--- config.mk ---
export PLATFORM = sky130hd
export DESIGN_NAME = alu_issue_flat
export DESIGN_NICKNAME = d
export VERILOG_FILES = /design/src/rtl/alu_issue_if.sv /design/src/rtl/alu_issue.sv /design/src/flat_wrapper.sv
export SDC_FILE = /design/constraint.sdc
export NUM_CORES = 1
export LEC_CHECK = 0
export ABC_CLOCK_PERIOD_IN_PS = 4050
export BUFFER_PORTS_ARGS = -buffer_cell sky130_fd_sc_hd__buf_2
export CORE_UTILIZATION = 35
export CTS_CLUSTER_SIZE = 14
export DETAILED_ROUTE_END_ITERATION = 8
export PLACE_DENSITY = 0.62
export SETUP_SLACK_MARGIN = 0.15
export SYNTH_ARGS = -nofsm -noshare
export SYNTH_HDL_FRONTEND = slang
export SYNTH_SLANG_ARGS = --single-unit
--- constraint.sdc ---
create_clock -name clock -period 4.05 [get_ports clock]
set_input_delay 0.6075 -clock clock [delete_from_list [all_inputs] [get_ports clock]]
set_output_delay 0.6075 -clock clock [all_outputs]
set_load 0.05 [all_outputs]
--- src/rtl/alu_issue_if.sv ---
// alu_issue_if: handshake and data bundle between the operand-issue stage,
// its upstream (decode/regfile read) and its downstream (ALU/writeback).
//   slave  : view used by alu_issue (accepts in_*, produces out_*)
//   master : view used by the environment driving the stage
// Signals:
//   in_valid/in_ready, in_insn, in_rs1_data, in_rs2_data   - instruction in
//   out_valid/out_ready, out_alu_function, out_op_a,
//   out_op_b, out_rd, out_illegal                          - issued operation
interface alu_issue_if;
  logic        in_valid;
  logic        in_ready;
  logic [31:0] in_insn;
  logic [31:0] in_rs1_data;
  logic [31:0] in_rs2_data;
  logic        out_valid;
  logic        out_ready;
  logic [4:0]  out_alu_function;
  logic [31:0] out_op_a;
  logic [31:0] out_op_b;
  logic [4:0]  out_rd;
  logic        out_illegal;

  modport slave (
    input  in_valid, in_insn, in_rs1_data, in_rs2_data, out_ready,
    output in_ready, out_valid, out_alu_function, out_op_a, out_op_b,
           out_rd, out_illegal
  );

  modport master (
    output in_valid, in_insn, in_rs1_data, in_rs2_data, out_ready,
    input  in_ready, out_valid, out_alu_function, out_op_a, out_op_b,
           out_rd, out_illegal
  );
endinterface

--- src/rtl/alu_issue.sv ---
// alu_issue: operand-issue stage in front of the ALU. Decodes RV32I OP,
// OP-IMM and LUI into an ALU_* function code, forms op_a/op_b, and holds the
// result in registers that drive the ALU directly.
// Ports:
//   clock  - rising-edge clock
//   reset  - asynchronous, active-high reset
//   bus    - alu_issue_if.slave (input and output valid/ready handshakes)
// Build option:
//   ALU_ISSUE_SKID_EN - two-entry buffer (main + skid) with a registered
//                       in_ready; otherwise a single register with a
//                       combinational in_ready.
`ifndef ALU_ADD
`define ALU_ADD  5'd0
`define ALU_SUB  5'd1
`define ALU_SLL  5'd2
`define ALU_SLT  5'd3
`define ALU_SLTU 5'd4
`define ALU_XOR  5'd5
`define ALU_SRL  5'd6
`define ALU_SRA  5'd7
`define ALU_OR   5'd8
`define ALU_AND  5'd9
`endif

module alu_issue (
  input logic        clock,
  input logic        reset,
  alu_issue_if.slave bus
);

  typedef struct packed {
    logic [4:0]  func;
    logic [31:0] op_a;
    logic [31:0] op_b;
    logic [4:0]  rd;
    logic        illegal;
  } entry_t;

  localparam entry_t RESET_ENTRY = '{`ALU_ADD, 32'd0, 32'd0, 5'd0, 1'b0};
  localparam logic [6:0] OPC_OP     = 7'b0110011;
  localparam logic [6:0] OPC_OP_IMM = 7'b0010011;
  localparam logic [6:0] OPC_LUI    = 7'b0110111;
  localparam logic [6:0] F7_BASE    = 7'b0000000;
  localparam logic [6:0] F7_ALT     = 7'b0100000;

  logic [6:0] opcode;
  logic [2:0] funct3;
  logic [6:0] funct7;
  logic       is_shift;
  logic       legal;
  entry_t     dec;
  entry_t     main_q;
  logic       main_valid;
  logic       accept;

  assign opcode   = bus.in_insn[6:0];
  assign funct3   = bus.in_insn[14:12];
  assign funct7   = bus.in_insn[31:25];
  assign is_shift = (funct3 == 3'b001) || (funct3 == 3'b101);

  function automatic logic [4:0] base_func(input logic [2:0] f3);
    case (f3)
      3'b000:  base_func = `ALU_ADD;
      3'b001:  base_func = `ALU_SLL;
      3'b010:  base_func = `ALU_SLT;
      3'b011:  base_func = `ALU_SLTU;
      3'b100:  base_func = `ALU_XOR;
      3'b101:  base_func = `ALU_SRL;
      3'b110:  base_func = `ALU_OR;
      default: base_func = `ALU_AND;
    endcase
  endfunction

  always_comb begin
    dec.func    = `ALU_ADD;
    dec.op_a    = 32'd0;
    dec.op_b    = 32'd0;
    dec.rd      = bus.in_insn[11:7];
    legal       = 1'b0;
    case (opcode)
      OPC_OP: begin
        dec.op_a = bus.in_rs1_data;
        dec.op_b = is_shift ? {27'b0, bus.in_rs2_data[4:0]} : bus.in_rs2_data;
        if (funct7 == F7_BASE) begin
          legal    = 1'b1;
          dec.func = base_func(funct3);
        end else if (funct7 == F7_ALT && funct3 == 3'b000) begin
          legal    = 1'b1;
          dec.func = `ALU_SUB;
        end else if (funct7 == F7_ALT && funct3 == 3'b101) begin
          legal    = 1'b1;
          dec.func = `ALU_SRA;
        end
      end
      OPC_OP_IMM: begin
        dec.op_a = bus.in_rs1_data;
        dec.op_b = is_shift ? {27'b0, bus.in_insn[24:20]}
                            : {{20{bus.in_insn[31]}}, bus.in_insn[31:20]};
        dec.func = base_func(funct3);
        // funct7 is only an encoding field for the shift forms; elsewhere
        // those bits belong to the immediate.
        if (!is_shift || funct7 == F7_BASE) begin
          legal = 1'b1;
        end else if (funct3 == 3'b101 && funct7 == F7_ALT) begin
          legal    = 1'b1;
          dec.func = `ALU_SRA;
        end
      end
      OPC_LUI: begin
        legal    = 1'b1;
        dec.op_b = {bus.in_insn[31:12], 12'b0};
      end
      default: legal = 1'b0;
    endcase
    if (!legal) begin
      dec.func = `ALU_ADD;
      dec.op_a = 32'd0;
      dec.op_b = 32'd0;
    end
    dec.illegal = !legal;
  end

  assign accept = bus.in_valid && bus.in_ready;

`ifdef ALU_ISSUE_SKID_EN
  entry_t skid_q;
  logic   skid_full;
  logic   main_free;

  // in_ready comes straight from a flop, so out_ready never reaches it
  // combinationally; the skid entry absorbs the one accept that this costs.
  assign bus.in_ready = !skid_full;
  assign main_free    = !main_valid || bus.out_ready;

  always_ff @(posedge clock or posedge reset) begin
    if (reset) begin
      main_q     <= RESET_ENTRY;
      main_valid <= 1'b0;
      skid_q     <= RESET_ENTRY;
      skid_full  <= 1'b0;
    end else if (main_free) begin
      if (skid_full) begin
        main_q     <= skid_q;
        main_valid <= 1'b1;
        skid_full  <= 1'b0;
      end else if (accept) begin
        main_q     <= dec;
        main_valid <= 1'b1;
      end else begin
        main_valid <= 1'b0;
      end
    end else if (accept) begin
      skid_q    <= dec;
      skid_full <= 1'b1;
    end
  end
`else
  assign bus.in_ready = !main_valid || bus.out_ready;

  always_ff @(posedge clock or posedge reset) begin
    if (reset) begin
      main_q     <= RESET_ENTRY;
      main_valid <= 1'b0;
    end else if (accept) begin
      main_q     <= dec;
      main_valid <= 1'b1;
    end else if (bus.out_ready) begin
      main_valid <= 1'b0;
    end
  end
`endif

  assign bus.out_valid        = main_valid;
  assign bus.out_alu_function = main_q.func;
  assign bus.out_op_a         = main_q.op_a;
  assign bus.out_op_b         = main_q.op_b;
  assign bus.out_rd           = main_q.rd;
  assign bus.out_illegal      = main_q.illegal;

endmodule

--- src/flat_wrapper.sv ---
// flat-port wrapper written by rule: the top's interface ports become plain ports
module alu_issue_flat 
  (clock, reset, bus_in_valid, bus_in_insn, bus_in_rs1_data, bus_in_rs2_data, bus_out_ready, bus_in_ready, bus_out_valid, bus_out_alu_function, bus_out_op_a, bus_out_op_b, bus_out_rd, bus_out_illegal);
  alu_issue_if bus_i ();
  input logic clock;
  input logic reset;
  input wire logic [$bits(bus_i.in_valid)-1:0] bus_in_valid;
  input wire logic [$bits(bus_i.in_insn)-1:0] bus_in_insn;
  input wire logic [$bits(bus_i.in_rs1_data)-1:0] bus_in_rs1_data;
  input wire logic [$bits(bus_i.in_rs2_data)-1:0] bus_in_rs2_data;
  input wire logic [$bits(bus_i.out_ready)-1:0] bus_out_ready;
  output wire logic [$bits(bus_i.in_ready)-1:0] bus_in_ready;
  output wire logic [$bits(bus_i.out_valid)-1:0] bus_out_valid;
  output wire logic [$bits(bus_i.out_alu_function)-1:0] bus_out_alu_function;
  output wire logic [$bits(bus_i.out_op_a)-1:0] bus_out_op_a;
  output wire logic [$bits(bus_i.out_op_b)-1:0] bus_out_op_b;
  output wire logic [$bits(bus_i.out_rd)-1:0] bus_out_rd;
  output wire logic [$bits(bus_i.out_illegal)-1:0] bus_out_illegal;
  assign bus_i.in_valid = bus_in_valid;
  assign bus_i.in_insn = bus_in_insn;
  assign bus_i.in_rs1_data = bus_in_rs1_data;
  assign bus_i.in_rs2_data = bus_in_rs2_data;
  assign bus_i.out_ready = bus_out_ready;
  assign bus_in_ready = bus_i.in_ready;
  assign bus_out_valid = bus_i.out_valid;
  assign bus_out_alu_function = bus_i.out_alu_function;
  assign bus_out_op_a = bus_i.out_op_a;
  assign bus_out_op_b = bus_i.out_op_b;
  assign bus_out_rd = bus_i.out_rd;
  assign bus_out_illegal = bus_i.out_illegal;
  alu_issue u_core (.clock(clock), .reset(reset), .bus(bus_i));
endmodule
## Yosys cells after proc, flatten, opt, wreduce, memory -nomap -nowiden

Cells that the tools add are included.

- Muxes and demuxes: 18
- Eq/ne operators: 10
- Reductions and logical operators: 12

Operators by type and width:

| cell | count |
|---|---|
| $pmux 32 s3 | 1 |
| $pmux 37 s2 | 1 |
| $mux 69 | 1 |
| $mux 32 | 2 |
| $pmux 4 s7 | 1 |
| $eq 7x6->1 const B | 3 |
| $mux 5 | 4 |
| $eq 3x3->1 const B | 3 |
| $eq 7x5->1 const B | 1 |
| $logic_not 7->1 | 1 |
| $eq 3x2->1 const B | 2 |
| $mux 1 | 6 |
| $eq 3x1->1 const B | 1 |
| $logic_and 1x1->1 | 3 |
| $logic_not 1->1 | 3 |
| $logic_not 3->1 | 1 |
| $logic_or 1x1->1 | 3 |
| $mux 3 | 1 |
| $pmux 1 s3 | 1 |
| $reduce_bool 2->1 | 1 |

- Input bits: 100
- Register bits after elaboration: 76
- Word-level logic and storage cells: 46
- Output and inout bits: 77

## Longest topological paths before layout

Gate-level depths: netlist of run 1.

- Depth in word-level cells: 7
- Depth in mapped cells: 8
- Mapped depth without buffers: 5

## Least setup slack after synthesis of run 1

OpenSTA, ideal clock, no wires.

- Path kind: register to register
- From: register u_core.main_valid, in the netlist u_core.bus.out_valid
- To: register u_core.main_q (netlist bit u_core.bus.out_op_b[15])
- Library setup time: 134 ps
- Data required time: 3916 ps
- Clock period less this slack: 2293 ps
- Arrival time: 2159 ps
- Stages on the path, launching flop included: 7
- Slack: 1757 ps
- Path buffers: 2
- Cell sequence: dfrtp_1 nand2b_1 and2_1 clkbuf_1 nand3_1 clkbuf_1 o31ai_1

- Longest elaborated chain between the ends: 3

RTL lines:

| what | RTL line | source |
|---|---|---|
| from (decl) | alu_issue.sv:53 | `logic main_valid;` |
| from (signal assigned) | alu_issue.sv:163 | `main_valid <= 1'b0;` |
| from (signal assigned) | alu_issue.sv:166 | `main_valid <= 1'b1;` |
| from (signal assigned) | alu_issue.sv:168 | `main_valid <= 1'b0;` |
| $logic_not 1->1 | alu_issue.sv:158 | `assign bus.in_ready = !main_valid \|\| bus.out_ready;` |
| $logic_or 1x1->1 | alu_issue.sv:158 |  |
| net bus_in_ready | flat_wrapper.sv:12 | `output wire logic [$bits(bus_i.in_ready)-1:0] bus_in_ready;` |
| $logic_and 1x1->1 | alu_issue.sv:123 | `assign accept = bus.in_valid && bus.in_ready;` |
| to (signal assigned) | alu_issue.sv:162 | `main_q <= RESET_ENTRY;` |
| to (signal assigned) | alu_issue.sv:165 | `main_q <= dec;` |
| to (decl) | alu_issue.sv:52 | `entry_t main_q;` |

The timed path passes the listed nets, and every way through them passes these cells.
A chain may end at the register's enable or synchronous reset.

## Worst setup path in the final report of run 1

- From: input port bus_in_insn[5]
- To: register u_core.main_q (netlist bit u_core.bus.out_op_b[31])

- Longest elaborated chain between the ends: 3
- Elaborated cells between the ends (all ways): 6
- Those cells by class: eq/ne (3); mux (3)

RTL lines:

| what | RTL line | source |
|---|---|---|
| from (decl) | flat_wrapper.sv:8 | `input wire logic [$bits(bus_i.in_insn)-1:0] bus_in_insn;` |
| $eq 7x6->1 or $eq 7x5->1 (tied branches) | alu_issue.sv:80 | `case (opcode)` |
| $pmux 32 s3 or $pmux 1 s3 (tied branches) | alu_issue.sv:80 |  |
| $mux 69 * | alu_issue.sv:115 | `if (!legal) begin` |

Mark *: on every way between the ends. The rest lies on a longest branch, timed or not.

==> summary.md, run 1 <==
| Metric | Value |
|---|---|
| DR pass1 iterations | `4` |
| Final hold viol count | `0` |
| Outcome | `completed` |
| Fin Setup TNS | `0 ns` |
| # IOs | `177` |
| Initial antenna violation count | `1` |
| Worst Setup End Kind | `flip-flop` |
| Average wire per cell in the routed design | `16.3 microns` |
| Synth Net Count | `445` |
| Post-route clock period utilization | `58.0%` |
| CTS Buffer Depth | `2` |
| Setup CP Type | `input port to flip-flop` |
| Chip Height | `103 microns` |
| Fmax | `0.426 GHz` |
| Syn avg cell area | `10.4 sq um` |
| Final setup fails | `0` |
| Routed vias | `3254` |
| Max_cap viols | `0` |
| Antenna-violating nets left | `0` |
| Initial cell density of the core | `36.4%` |
| Most frequent cells in the layout | `buf_2, dfrtp_1, nand2_1, a22o_1, a21oi_1` |
| Cell variety after synth | `40` |
| CP Cell Sequence | `buf_2 > nand2b_1 > nor2_1 > a211oi_1 > o41ai_2` |
| Area Growth Syn to Fin | `30.6%` |
| Routed WL | `10.4 mm` |
| Layout cell share with drive strength beyond 1 | `40.8%` |
| VDD IR max | `0.152 mV` |
| CTS tree | `yes` |
| Max incr delay on CP | `0.68 ns` |
| Crit path DAT | `2.59 ns` |
| Least-Margin Pin Slew | `0.888 ns` |
| Fill cell count | `972` |
| Num CTS Buffers | `9` |
| ANT cells | `0` |
| Post-Syn Instances | `345` |
| CP startpoint kind | `input port` |
| Clock net sink count | `75` |
| Total Routing Usage GR | `19.6%` |
| Die X | `103 microns` |
| Power per cell area | `347 nW/um^2` |
| Worst slew margin | `40.7%` |
| WP data required | `4.30 ns` |
| Die area | `10700 sq um` |
| First-pass GRT wire length | `15.8 mm` |
| Total power | `1.63 mW` |
| Num rows | `36` |
| Grt ovf | `0` |
| #FFs+latches synth | `75` |
| Number of global-route vias before repair | `3131` |
| Final Skew | `0.00479 ns` |
| Largest net degree at the start of global routing | `77` |
| Root buf cell | `clkbuf_8` |
| Most common cell after layout, fill and taps aside | `buf_2` |
| Yosys Warn Count | `0` |
| CP Buf/Inv Count | `1` |
| Post-CTS sizing | `0` |
| HP Class | `input port to asynchronous set/reset pin` |
| Worst-path clk slew | `0.08 ns` |
| Vias/cell | `5.08` |
| Slowest-stage cell, CP | `nor2_1` |
| Hold buffer count at CTS | `0` |
| Htree depth | `3` |
| Gpl congestion | `0.777` |
| Worst-path maximum fanout | `44` |
| Unrepaired setup endpoints after global routing | `false` |
| Worst path top cell family by delay | `simple AND/OR/NAND/NOR gates` |
| Leakage | `2.49 nW` |
| Synthesized area | `3590 sq um` |
| Minimum clock period after layout | `2.35 ns` |
| Seq/Total Area, Yosys | `52.2%` |
| Remaining DRCs | `0` |
| HPWL Detailed | `7.28 mm` |
| Worst hold margin | `0.412 ns` |
| Port bufs | `175` |
| Setup bufs post-CTS | `0` |
| Clk_lat worst skew | `0.35 ns` |
| Core box area | `9860 sq um` |
| Max Slew Vio Count | `0` |
| Final Net Count | `602` |
| DRT iter0 DRCs | `148` |
flip-flops by register name (all words and copies together), names as in the netlist:
| name | flops |
|---|---|
| u_core.bus.out_alu_function | 4 |
| u_core.bus.out_illegal | 1 |
| u_core.bus.out_op_a | 32 |
| u_core.bus.out_op_b | 32 |
| u_core.bus.out_rd | 5 |
| u_core.bus.out_valid | 1 |
power breakdown:
part	leakage (nW)	internal, mW	total [mW]	switching [mW]
Combinational	1.35	0.0764	0.228	0.152
Clock	0.103	0.348	0.638	0.289
Sequential	1.03	0.758	0.762	0.00479
Total	2.49	1.18	1.63	0.446
layer usage:
metal,track usage (%),up-vias,share of wire [%]
met5,0,-,0
met1,24.2,1529,43
li1,-,1563,-
met2,31.9,151,45
met4,6.93,0,1.5
met3,6.85,11,10
final timing paths:
check                           depth (start not counted)  slack (ns)                    start                      end
worst max-delay path                                    5        1.70           bus_in_insn[5]  u_core.bus.out_op_b[31]
worst min-delay path                                    2        0.41                    reset  u_core.bus.out_op_a[27]
worst max register to register                          4        1.93     u_core.bus.out_valid  u_core.bus.out_op_b[29]
worst min register to register                          2        0.48  u_core.bus.out_op_b[31]  u_core.bus.out_op_b[31]
max in group asynchronous                               3        2.79                    reset   u_core.bus.out_op_b[2]
min in group clock                                      3        0.46           bus_in_insn[8]     u_core.bus.out_rd[1]
cells by family after synthesis:
family                 synth area share (%)
AO/OA/AOI/OAI                          25.3
XOR/XNOR                              0.731
buffers and inverters                  5.61
flip-flops                             52.2
multiplexers                           3.06
other                                 0.104
AND/OR/NAND/NOR                        13.0
per-stage QoR:
step	cell area (sq um)	util, %	setup WS (ns)	instances
2_1_floorplan	3590	-	1.53	345
3_3_place_gp	4480	45.4	1.39	624
3_5_place_dp	4480	45.4	1.37	624
4_1_cts	4690	47.6	1.73	640
5_1_grt	4690	47.6	1.64	640
6_report	4690	47.6	1.70	640
area by class of cell:
cell class | instances | area (sq um) | area share, %
Sequential cell | 75 | 1880 | 40.0
Multi-Input combinational cell | 235 | 1520 | 32.3
Timing Repair Buffer | 179 | 906 | 19.3
Tap cell | 133 | 166 | 3.55
Clock buffer | 10 | 128 | 2.72
Clock inverter | 6 | 88.8 | 1.89
Inverter | 2 | 8.76 | 0.187
cells in the mapped netlist:
master	instances	area share [%]
xnor2_1	1	0.24
o22ai_1	1	0.17
nor4b_4	1	0.66
nor2b_1	3	0.52
a211oi_1	2	0.42
and3_1	1	0.17
nand3_2	1	0.28
o2111ai_1	1	0.24
o21ai_2	1	0.24
a2bb2oi_1	1	0.24
nor2_1	8	0.84
nand2b_1	7	1.2
nor3_2	1	0.28
buf_1	4	0.42
xor2_1	2	0.49
mux2i_1	11	3.1
conb_1	1	0.10
nor3_1	1	0.14
inv_1	2	0.21
o41ai_2	3	1.4
clkbuf_1	19	2.0
nand3_1	5	0.70
buf_2	2	0.28
a221o_1	1	0.28
a31oi_1	1	0.17
o31ai_2	2	0.70
o31ai_1	23	4.8
a22o_1	43	10
dfrtp_1	75	52
o21ai_0	16	2.2
nor4_4	1	0.59
buf_6	4	1.3
buf_8	3	1.3
and2_1	2	0.35
buf_4	1	0.21
and4bb_2	1	0.35
a21oi_1	27	3.8
o21a_1	1	0.21
nand2_1	64	6.7
nor4_1	1	0.17
(Power assumes the default switching activity.)
==> run 2, diff against run 1 <==
ABC_CLOCK_PERIOD_IN_PS = 2250   (was 4050)
clock period = 2.25 ns   (was 4.05 ns; I/O delays follow)
==> summary.md, run 2 (synthesized netlist as in run 1, its figures left out) <==
| Metric | Value |
|---|---|
| Average wire per cell in the routed design | `16.0 microns` |
| Number of global-route vias before repair | `3135` |
| Fin Setup TNS | `0 ns` |
| # IOs | `177` |
| Root buf cell | `clkbuf_8` |
| VDD IR max | `0.206 mV` |
| Grt ovf | `0` |
| Final Skew | `0.00930 ns` |
| Htree depth | `3` |
| Chip Height | `103 microns` |
| Core box area | `9860 sq um` |
| Layout Utilization | `47.9%` |
| Setup bufs post-CTS | `0` |
| Num rows | `36` |
| Initial cell density of the core | `36.4%` |
| Routed vias | `3285` |
| Outcome | `completed` |
| Final hold viol count | `0` |
| Non-Filler Instances | `648` |
| Total power | `2.68 mW` |
| Final setup fails | `0` |
| Worst-path clk slew | `0.07 ns` |
| DR pass1 iterations | `4` |
| Max_cap viols | `0` |
| HP Class | `input port to asynchronous set/reset pin` |
| Port bufs | `175` |
| Leakage | `2.51 nW` |
| Final Net Count | `610` |
| Fill cell count | `943` |
| Worst-path maximum fanout | `7` |
| HPWL Detailed | `7.48 mm` |
| CP startpoint kind | `input port` |
| Fmax | `0.557 GHz` |
| Setup CP Type | `input port to flip-flop` |
| Die area | `10700 sq um` |
| Most common cell after layout, fill and taps aside | `buf_2` |
| Minimum clock period after layout | `1.80 ns` |
| Clk_lat worst skew | `0.35 ns` |
| CTS Buffer Depth | `2` |
| Pre-CTS setup slack | `0.0936 ns` |
| DP Cell Count | `632` |
| First-pass GRT wire length | `15.7 mm` |
| Num CTS Buffers | `9` |
| Largest net degree at the start of global routing | `77` |
| Antenna-violating nets left | `0` |
| Multi-input gate area | `1520 sq um` |
| CTS tree | `yes` |
| Initial antenna violation count | `1` |
| Post-route clock period utilization | `79.8%` |
| Remaining DRCs | `0` |
| Setup ws final | `0.454 ns` |
| Crit path DAT | `2.03 ns` |
| Worst slew margin | `46.9%` |
| Most frequent cells in the layout | `buf_2, dfrtp_1, nand2_1, a22o_1, a21oi_1` |
| Die X | `103 microns` |
| Clock net sink count | `75` |
| Least-Margin Pin Slew | `0.796 ns` |
| Layout cell share with drive strength beyond 1 | `42.1%` |
| Power per cell area | `567 nW/um^2` |
| Post-CTS sizing | `0` |
| Gpl congestion | `0.839` |
| Unrepaired setup endpoints after global routing | `false` |
| ANT cells | `0` |
| Sequential Area | `1880 sq um` |
| Routed WL | `10.3 mm` |
| DRT iter0 DRCs | `151` |
| Hold buffer count at CTS | `0` |
| Vias/cell | `5.07` |
| Worst Setup End Kind | `flip-flop` |
| Area Growth Syn to Fin | `31.6%` |
| Max Slew Vio Count | `0` |
| WP data required | `2.49 ns` |
| Total Routing Usage GR | `19.6%` |
==> run 2: critical path, stage by stage <==
cell	delay, ns
buf_2	0.13
nor4_4	0.42
nand3_2	0.16
nor4b_4	0.40
nor3_2	0.10
buf_4	0.19
o41ai_2	0.29
==> run 2: per-layer routing <==
metal / vias up / track usage, % / part of all wire [%]
li1: 1577 / - / -
met2: 146 / 33.0 / 45
met3: 10 / 7.73 / 9.7
met1: 1552 / 23.1 / 44
met4: 0 / 6.18 / 0.95
met5: - / 0 / 0
==> run 2: cell type report <==
cell class / count / area share (%)
Sequential cell: 75 / 39.7
Tap cell: 133 / 3.52
Inverter: 2 / 0.238
Timing Repair Buffer: 187 / 21.0
Multi-Input combinational cell: 235 / 32.2
Clock buffer: 10 / 2.70
Clock inverter: 6 / 0.714
==> run 2: power breakdown <==
| group | switching, mW | internal [mW] | leakage (nW) |
|---|---|---|---|
| clock network | 0.494 | 0.393 | 0.0896 |
| logic | 0.276 | 0.148 | 1.39 |
| registers | 0.00866 | 1.36 | 1.03 |
==> run 2: per-stage QoR <==
step / instance area, sq um / hold slack [ns]
4_1_cts: 4730 / 0.119
3_5_place_dp: 4570 / 0.462
5_1_grt: 4730 / 0.141
3_3_place_gp: 4570 / 0.456
2_1_floorplan: 3600 / 0.443
6_report: 4730 / 0.110
==> run 2: path summary, 6_finish.rpt <==
check / startpoint / end / slack, ns / depth (start not counted)
min in group clock: bus_in_insn[10] / u_core.bus.out_rd[3] / 0.18 / 3
hold / removal: reset / u_core.bus.out_op_a[24] / 0.11 / 2
setup / recovery: bus_in_insn[26] / u_core.bus.out_op_b[12] / 0.45 / 7
setup reg to reg: u_core.bus.out_valid / u_core.bus.out_op_b[9] / 0.60 / 5
max in group asynchronous: reset / u_core.bus.out_valid / 1.48 / 3
hold reg to reg: u_core.bus.out_rd[2] / u_core.bus.out_rd[2] / 0.48 / 2
==> run 3, diff against run 2 <==
ABC_CLOCK_PERIOD_IN_PS = 1700   (was 2250)
clock period = 1.7 ns   (was 2.25 ns; I/O delays follow)
==> summary.md, run 3 (synthesized netlist as in run 1, its figures left out) <==
| Metric | Value |
|---|---|
| Remaining DRCs | `0` |
| Initial antenna violation count | `0` |
| Root buf cell | `clkbuf_8` |
| Vias/cell | `5.07` |
| P_int | `2.59 mW` |
| CP Cell Sequence | `buf_2 > nor4_4 > nand3_2 > nor4b_4 > buf_4 > nor3_2 > buf_12 > o31ai_1` |
| Sequential Area | `1880 sq um` |
| Worst r2r src | `u_core.bus.out_valid` |
| Layout cell share with drive strength beyond 1 | `46.7%` |
| Gpl congestion | `0.803` |
| Max incr delay on CP | `0.33 ns` |
| Least-Margin Pin Slew | `0.571 ns` |
| Final Net Count | `632` |
| Die area | `10700 sq um` |
| Most common cell after layout, fill and taps aside | `buf_2` |
| Net Sw Frac | `30.6%` |
| Total power | `3.73 mW` |
| Crit path DAT | `1.77 ns` |
| Area Growth Syn to Fin | `41.3%` |
| Final hold viol count | `0` |
| R2r setup slk | `0.23 ns` |
| Final Skew | `0.00899 ns` |
| Setup CP Type | `input port to flip-flop` |
| Worst-path clk slew | `0.09 ns` |
| Leakage | `2.68 nW` |
| HP Class | `input port to flip-flop` |
| Number of global-route vias before repair | `3090` |
| Fill cell count | `925` |
| Final setup fails | `0` |
| Setup ws final | `0.188 ns` |
| # IOs | `177` |
| DR pass1 iterations | `4` |
| Antenna-violating nets left | `0` |
| Num CTS Buffers | `9` |
| Hold depth | `3` |
| Multi-input gate area | `1600 sq um` |
| Outcome | `completed` |
| CTS tree | `yes` |
| CP startpoint kind | `input port` |
| Average wire per cell in the routed design | `16.4 microns` |
| Worst Setup End Kind | `flip-flop` |
| Largest net degree at the start of global routing | `77` |
| Routed WL | `11.0 mm` |
| VDD IR max | `0.340 mV` |
| Hold Path Origin | `bus_in_insn[7]` |
| Non-Filler Instances | `670` |
| Reg-to-Reg End | `u_core.bus.out_op_a[8]` |
| Routed vias | `3399` |
| ANT cells | `0` |
| Sequential Power Share | `48.7%` |
| DRT iter0 DRCs | `157` |
| Reg2reg path depth | `7` |
| WP data required | `1.96 ns` |
| Switch Pwr | `1.14 mW` |
| Post-route clock period utilization | `88.9%` |
| Power per cell area | `736 nW/um^2` |
| Worst Hold End | `u_core.bus.out_rd[0]` |
| Max_cap viols | `0` |
| Port bufs | `175` |
| Num rows | `36` |
| Unrepaired setup endpoints after global routing | `true` |
| Max Slew Vio Count | `0` |
| Initial cell density of the core | `36.4%` |
| Chip Height | `103 microns` |
| Logic pwr share | `16.7%` |
| CP startpoint | `bus_in_insn[27]` |
| Clock net sink count | `75` |
| Slowest-stage cell, CP | `nor4_4` |
| HPWL Detailed | `7.89 mm` |
| Pre-CTS setup slack | `-0.219 ns` |
| First-pass GRT wire length | `15.7 mm` |
| Core box area | `9860 sq um` |
| Fmax | `0.661 GHz` |
| Worst-path maximum fanout | `20` |
| Minimum clock period after layout | `1.51 ns` |
| Most frequent cells in the layout | `buf_2, dfrtp_1, nand2_1, a22o_1, a21oi_1` |
| CTS Buffer Depth | `2` |
| Die X | `103 microns` |
| Grt ovf | `0` |
| Total Routing Usage GR | `19.6%` |
| Clock share of power | `34.7%` |
| DP Cell Count | `647` |
| Htree depth | `3` |
| Clk_lat worst skew | `0.35 ns` |
| Worst slew margin | `61.8%` |
-- run 3: metal layers --
metal | vias up | track usage (%) | routed length (microns)
met5 | - | 0 | 0
met4 | 0 | 7.48 | 143
met3 | 13 | 5.51 | 894
met2 | 134 | 31.6 | 5090
met1 | 1625 | 25.1 | 4840
li1 | 1627 | - | -
-- run 3: timing repair --
| action | in CTS | in global routing |
|---|---|---|
| pin swaps | 3 | 8 |
| hold buffers | 1 | 0 |
| cloned | 1 | 1 |
| hold endpoints to repair | 21 | 0 |
| gates resized for setup | 2 | 10 |
| endpoints found under the setup margin | 2 | 50 |
| setup buffers | 2 | 2 |
-- run 3: worst max-delay path by stage --
stage / to / slack (ns) / cells past startpoint
floorplan: u_core.bus.out_op_a[10] / 0.04 / 7
global placement: u_core.bus.out_op_a[3] / -0.15 / 7
detailed placement: u_core.bus.out_op_a[15] / -0.22 / 7
CTS: u_core.bus.out_op_b[21] / 0.14 / 8
global route: u_core.bus.out_op_b[20] / 0.09 / 8
finish: u_core.bus.out_op_b[18] / 0.19 / 8
-- run 3: area by class of cell --
type	count	share of cell area (%)
clock inverters	7	1.18
inverters	2	0.222
flip-flops and latches	75	37.0
clock buffers	9	2.44
multi-input cells	235	31.5
repair buffers	209	24.4
well taps	133	3.28
-- run 3: power groups by stage --
stage / clock (mW) / sequential (mW) / combinational (mW)
after floorplan: 0 / 1.93 / 0.272
after global placement: 0 / 1.85 / 0.610
after detailed placement: 0 / 1.85 / 0.614
after CTS: 1.33 / 1.82 / 0.621
after global routing: 1.39 / 1.82 / 0.679
final: 1.29 / 1.82 / 0.622
-- run 3: through the flow --
stage | area, sq um | util (%) | setup TNS, ns | hold WS (ns)
after floorplan | 3660 | - | 0 | 0.360
after global placement | 4750 | 48.1 | -9.10 | 0.352
after detailed placement | 4750 | 48.1 | -12.13 | 0.349
after CTS | 5000 | 50.6 | 0 | 0.0778
after global routing | 5080 | 51.5 | 0 | 0.0930
final | 5080 | 51.5 | 0 | 0.0915
-- run 3: critical path, delay by kind of cell --
kind	cells	cell delay, ns
buf+inv	3	0.46
simple gates	4	0.80
compound gates	1	0.24
